[config.mk]
export PLATFORM = sky130hd
export DESIGN_NAME = vga_sync_generator
export DESIGN_NICKNAME = d
export VERILOG_FILES = /design/src/rtl/vga_sync_generator.sv
export SDC_FILE = /design/constraint.sdc
export NUM_CORES = 1
export LEC_CHECK = 0
export ABC_AREA = 0
export CORE_UTILIZATION = 55
export DETAILED_ROUTE_END_ITERATION = 8
export GPL_ROUTABILITY_DRIVEN = 1
export PLACE_DENSITY = 0.89
export SLEW_MARGIN = 20
export SYNTH_ARGS = -nofsm -noshare
export SYNTH_HDL_FRONTEND = slang
export SYNTH_SLANG_ARGS = --single-unit
[constraint.sdc]
create_clock -name clk -period 4.2 [get_ports clk]
set_input_delay 0.42 -clock clk [delete_from_list [all_inputs] [get_ports clk]]
set_output_delay 0.42 -clock clk [all_outputs]
set_load 0.01 [all_outputs]
[src/rtl/vga_sync_generator.sv]
// vga_sync_generator: 640x480 @ 60 Hz VGA timing from a 25 MHz pixel clock.
// Drives the pixel position to the PPU, accepts its 1-bit colour, and delays
// sync/blanking by PIPE_DELAY cycles so they line up with the returned pixel.
// Ports:
//   clk        - pixel clock
//   reset      - asynchronous, active-high reset
//   colour     - PPU pixel (0 black, 1 white)
//   counter_H  - current horizontal pixel, 0..H_TOTAL-1
//   counter_V  - current line, 0..V_TOTAL-1
//   hsync      - horizontal sync, active low
//   vsync      - vertical sync, active low
//   display_on - visible-region flag aligned with rgb_out
//   rgb_out    - {R[1:0],G[1:0],B[1:0]}, forced to 0 while blanking
//   frame_tick - one-cycle pulse while counters show (0, V_VISIBLE)
module vga_sync_generator #(
  parameter int unsigned H_VISIBLE  = 640,
  parameter int unsigned H_FRONT    = 16,
  parameter int unsigned H_SYNC     = 96,
  parameter int unsigned H_BACK     = 48,
  parameter int unsigned V_VISIBLE  = 480,
  parameter int unsigned V_FRONT    = 10,
  parameter int unsigned V_SYNC     = 2,
  parameter int unsigned V_BACK     = 33,
  parameter int unsigned PIPE_DELAY = 3
) (
  input  logic       clk,
  input  logic       reset,
  input  logic       colour,
  output logic [9:0] counter_H,
  output logic [9:0] counter_V,
  output logic       hsync,
  output logic       vsync,
  output logic       display_on,
  output logic [5:0] rgb_out,
  output logic       frame_tick
);

  localparam int unsigned CW      = 10;
  localparam int unsigned H_TOTAL = H_VISIBLE + H_FRONT + H_SYNC + H_BACK;
  localparam int unsigned V_TOTAL = V_VISIBLE + V_FRONT + V_SYNC + V_BACK;

  localparam logic [CW-1:0] H_LAST     = CW'(H_TOTAL - 1);
  localparam logic [CW-1:0] V_LAST     = CW'(V_TOTAL - 1);
  localparam logic [CW-1:0] H_VIS_END  = CW'(H_VISIBLE);
  localparam logic [CW-1:0] V_VIS_END  = CW'(V_VISIBLE);
  localparam logic [CW-1:0] HS_START   = CW'(H_VISIBLE + H_FRONT);
  localparam logic [CW-1:0] HS_END     = CW'(H_VISIBLE + H_FRONT + H_SYNC);
  localparam logic [CW-1:0] VS_START   = CW'(V_VISIBLE + V_FRONT);
  localparam logic [CW-1:0] VS_END     = CW'(V_VISIBLE + V_FRONT + V_SYNC);

  // {de, hs, vs} with blanking / both syncs inactive
  localparam logic [2:0] SYNC_IDLE = 3'b011;

  logic [CW-1:0] h_next;
  logic [CW-1:0] v_next;
  logic          h_wrap;
  logic          de_raw;
  logic          hs_raw;
  logic          vs_raw;
  logic [2:0]    sync_raw;
  logic [2:0]    sync_dly;

  // Next counter position; V advances only on the H wrap edge
  always_comb begin
    h_wrap = (counter_H == H_LAST);
    h_next = h_wrap ? '0 : counter_H + 10'd1;
    v_next = counter_V;
    if (h_wrap) begin
      v_next = (counter_V == V_LAST) ? '0 : counter_V + 10'd1;
    end
  end

  // Undelayed decode of the current position
  always_comb begin
    de_raw   = (counter_H < H_VIS_END) && (counter_V < V_VIS_END);
    hs_raw   = !((counter_H >= HS_START) && (counter_H < HS_END));
    vs_raw   = !((counter_V >= VS_START) && (counter_V < VS_END));
    sync_raw = {de_raw, hs_raw, vs_raw};
  end

  // Position counters; frame_tick is registered from the next position so it
  // is high in the same cycle the counters read (0, V_VISIBLE)
  always_ff @(posedge clk or posedge reset) begin
    if (reset) begin
      counter_H  <= '0;
      counter_V  <= '0;
      frame_tick <= 1'b0;
    end else begin
      counter_H  <= h_next;
      counter_V  <= v_next;
      frame_tick <= (h_next == '0) && (v_next == V_VIS_END);
    end
  end

  // Delay line matching the PPU latency
  generate
    if (PIPE_DELAY == 0) begin : g_bypass
      assign sync_dly = sync_raw;
    end else begin : g_pipe
      logic [2:0] stage [PIPE_DELAY];

      always_ff @(posedge clk or posedge reset) begin
        if (reset) begin
          for (int unsigned i = 0; i < PIPE_DELAY; i++) begin
            stage[i] <= SYNC_IDLE;
          end
        end else begin
          stage[0] <= sync_raw;
          for (int unsigned i = 1; i < PIPE_DELAY; i++) begin
            stage[i] <= stage[i-1];
          end
        end
      end

      assign sync_dly = stage[PIPE_DELAY-1];
    end
  endgenerate

  // Output register; colour is taken in the same cycle as the delayed decode
  always_ff @(posedge clk or posedge reset) begin
    if (reset) begin
      display_on <= 1'b0;
      hsync      <= 1'b1;
      vsync      <= 1'b1;
      rgb_out    <= '0;
    end else begin
      display_on <= sync_dly[2];
      hsync      <= sync_dly[1];
      vsync      <= sync_dly[0];
      rgb_out    <= sync_dly[2] ? {6{colour}} : 6'b000000;
    end
  end

endmodule
# Word-level counts from Yosys, hierarchy flattened
# Index checks and enable logic that the tools add are counted.
# totals
reg_bits,39
inputBits,3
out_inout_bits,30
word_cells,32
# classes
n_addsub,2
n_lt_le_gt_ge,6
n_eq_ne,3
n_mux,4
reduce_logical,7
# op_table
op,n
2-to-1 mux 10 bit,3
"adder 10 x 1 -> 10 bit, second input constant",2
"equality test 10 bit, second input constant",2
"less-than comparator 10 bit, second input constant",2
"less-than comparator 10 x 9 -> 1 bit, second input constant",2
"equality test 10 x 9 -> 1 bit, second input constant",1
"greater-or-equal comparator 10 bit, second input constant",1
"greater-or-equal comparator 10 x 9 -> 1 bit, second input constant",1
zero test 10 bit,1
2-to-1 mux 6 bit,1
logical AND 1 bit,4
zero test 1 bit,2

# Logic depth before layout (Yosys ltp)
# depth
ltp_word,5
ltp_mapped,9
depth_no_buf,8

# Worst setup path before layout
# OpenSTA, ideal clock, no wires.
# synth_timing
path_kind,register to register
from,register counter_H[0]
to,register frame_tick
setup_ns,0.096
arrival_ns,1.933
setup_slack_ns,2.172
path_stages_with_launch,10
n_path_buf,2
period_less_slack_ns,2.028
path_cell_list,dfrtp_1 > ha_1 > and3_2 > buf_6 > and3_1 > buf_4 > o21ai_2 > a21o_1 > or3b_1 > nor4_2
# synth_between
elab_chain_len,4
# synth_lines
element,line,rtl
"start, declared",29,"output logic [9:0] counter_H,"
"start signal, assigned",89,counter_H <= h_next;
equality test 10 bit,65,h_wrap = (counter_H == H_LAST);
2-to-1 mux 10 bit,68,if (h_wrap) begin
net v_next[2],55,logic [CW-1:0] v_next;
equality test 10 x 9 -> 1 bit,91,frame_tick <= (h_next == '0) && (v_next == V_VIS_END);
logical AND 1 bit,91,
"end signal, assigned",91,
"end, declared",35,output logic frame_tick
# The timed path passes the listed nets, and every way through them passes these cells.

# Worst setup path in the final report
# Same ends and word-level chain as after synthesis.

==> flow_summary.yaml <==
outcome:
  status: "complete, no violations"
worst_hold_path:
  worst_hold_path.endpoint: "g_pipe.stage[4]$_DFF_PP1_"
  whs_path_depth: 0
  holdCritPathClass: "reg -> reg"
  hold_start: "g_pipe.stage[7]$_DFF_PP1_"
route:
  remaining_drc_errors: 0
  routed_wl_um: 3500
  first_pass_iters: 4
  avgViaCountPerCell: 5.69
  drt-initial-drc-count: 70
  detailroute.via_count: 1297
  final_antenna_net_count: 0
  post_drt_wl_per_cell_um: 15.4
clock_network:
  root_buffer: "clkbuf_4"
  clock_sinks: 34
  cts_hold_buf: 0
  htreeDepth: 2
  cts_resized: 0
  cts_tree: "built"
  cts_made_buffers: 5
  ctsLongestPathBuffers: 2
  postCtsSetupBuffers: 0
  path_clk_slew_ns: 0.11
  clock_latency_ns: 0.34
setup_path:
  cp-start-kind: "flop"
  r2r-start: "counter_H[0]$_DFF_PP0_"
  critical_path_class: "reg -> reg"
  r2r_setup_slack_ns: 1.67
  worstPathArrival_ns: 2.79
  crit_start: "counter_H[0]$_DFF_PP0_"
  ff2ff_path_depth: 7
  r2r-end: "frame_tick$_DFF_PP0_"
  worstPathMaxFanout: 16
  required_ns: 4.46
  end_kind: "flop"
timing:
  hold_viol: 0
  setup_violations: 0
  rsz0062_at_grt: "no"
  max_freq_mhz: 396
  tightest_slew_ns: 0.778
  hold_ws_ns: 0.360
  finalCriticalPeriod_ns: 2.53
  skew_ns: 0.0148
  slew_headroom_pct: 48.1
  slew_viol_final: 0
  timing.setup.tns_ns: 0
  period_share_pct: 60.2
  setup_ws_ns: 1.67
yosys:
  synth_top_family_by_area: "simple AND/OR/NAND/NOR gates"
  ys_types: 45
  muxShareOfSynthArea_pct: 0.650
  async_flop_share_pct: 100
  synthAdderAreaFrac_pct: 2.89
  yosysWarnings: 0
  syn_nets: 165
  synthSimpleGateAreaFrac_pct: 22.1
  ys_ff_latch: 34
  ys_seq_area_share_pct: 49.7
  synth-main-ff-cell: "dfrtp_1"
  synthesis.area_mm2: 0.00173
  synthCells: 158
  avgSynthCellArea_um2: 11.0
  synthXorXnorAreaFrac_pct: 7.59
  synth_edf_count: 0
  synth_compound_area_share_pct: 8.53
power_and_ir_drop:
  power_density_mw_per_mm2: 274
  leakagePower_nw: 0.855
  max-vdd-ir-drop_uv: 143
  total_power_mw: 0.566
floorplan:
  core_region_area_mm2: 0.00288
  start_util_pct: 60.2
  die-area_mm2: 0.00338
  num_rows: 19
  io_pins: 33
  die_y_um: 58.1
  die_x_um: 58.1
final_layout:
  post_route_cells_drive_above_1_share_pct: 13.4
  final_common_cell: "clkdlybuf4s50_1"
  antenna_cells: 0
  fin_nets: 192
  num-fill-cells: 208
  area_growth_syn_to_layout_pct: 19.5
  layout_common_cells: "clkdlybuf4s50_1, dfrtp_1, o21ai_0"
  fin_cells: 228
placed_design:
  gp_congestion: 0.858
  dp.final_hpwl_um: 2410
  placedCellCount: 220
  port_buffers: 32
  post-place-ws_ns: 1.73
global_routing:
  grt_pass1_vias: 1256
  grt_max_degree: 22
  grt_overflow: 0
  antenna_found_initial: 0
  grt_usage_pct: 24.1
  grt_pass1_wl_um: 5970
run:
  maxCapViolCount: 0
area by class of cell:
type	instances	area, µm²	share of cell area (%)
multi-input combinational	104	723	34.9
timing repair buffer	33	328	15.8
tap	42	52.6	2.54
sequential	34	861	41.6
inverter	7	26.3	1.27
clock buffer	8	78.8	3.81
cell usage after synthesis (all sizes together), types with 6 or more instances:
library cell	instances	share of area (%)
xor2	6	3.0
dfrtp	26	38
nand3	6	2.5
nand4	8	2.9
inv	7	1.5
nor2	10	2.6
and3	7	2.6
buf	10	5.2
o21ai	11	3.4
xnor2	9	4.6
nand2	9	2.4
dfstp	8	12
worst max-delay path by stage:
| stage | end | slack, ns | cells past startpoint |
|---|---|---|---|
| 3_3_place_gp | frame_tick$_DFF_PP0_ | 1.92 | 7 |
| 3_5_place_dp | frame_tick$_DFF_PP0_ | 1.73 | 7 |
| 5_1_grt | frame_tick$_DFF_PP0_ | 1.48 | 7 |
| 6_report | frame_tick$_DFF_PP0_ | 1.67 | 7 |
| 4_1_cts | frame_tick$_DFF_PP0_ | 1.71 | 7 |
| 2_1_floorplan | frame_tick$_DFF_PP0_ | 2.17 | 9 |
per-stage QoR:
step	instance area, µm²	util [%]
2_1_floorplan	1730	-
3_3_place_gp	1990	69.2
3_5_place_dp	1990	69.2
4_1_cts	2070	71.9
5_1_grt	2070	71.9
6_report	2070	71.9
critical path: stages, from the launching register on:
cell and delay, ns:
dfrtp_1 0.43, ha_1 0.27, and3_2 0.32, and3_1 0.55
nand4_1 0.22, xnor2_1 0.24, o311ai_0 0.19, nor4_2 0.23
where the power goes:
group	internal (mW)	total [mW]	switching [mW]	leakage (nW)
logic	0.00731	0.0162	0.00891	0.401
registers	0.328	0.329	0.000677	0.410
clock network	0.114	0.221	0.107	0.0446
total	0.450	0.566	0.116	0.855
routing by layer:
| metal | global-route usage [%] | part of all wire (%) | wire length, µm |
|---|---|---|---|
| met3 | 6.92 | 7.2 | 253 |
| met5 | 0 | 0 | 0 |
| met1 | 30.2 | 41 | 1430 |
| met2 | 39.4 | 50 | 1760 |
| met4 | 9.86 | 1.8 | 63 |
state kept, by name, summed over array words and instances (netlist names):
signal        flops
counter_H        10
frame_tick        1
rgb_out           1
display_on        1
hsync             1
g_pipe.stage      6
sync_dly          3
counter_V        10
vsync             1
logic make-up (layout without fill, tap and decap cells):
group,Yosys count,in the layout
AO/OA/AOI/OAI,23,23
XOR/XNOR,15,15
adder cells (fa/ha/maj),4,4
buffers and inverters,20,48
flip-flops,34,34
multiplexers,1,1
AND/OR/NAND/NOR,61,61
No activity file was read; power rests on OpenSTA's default activity.
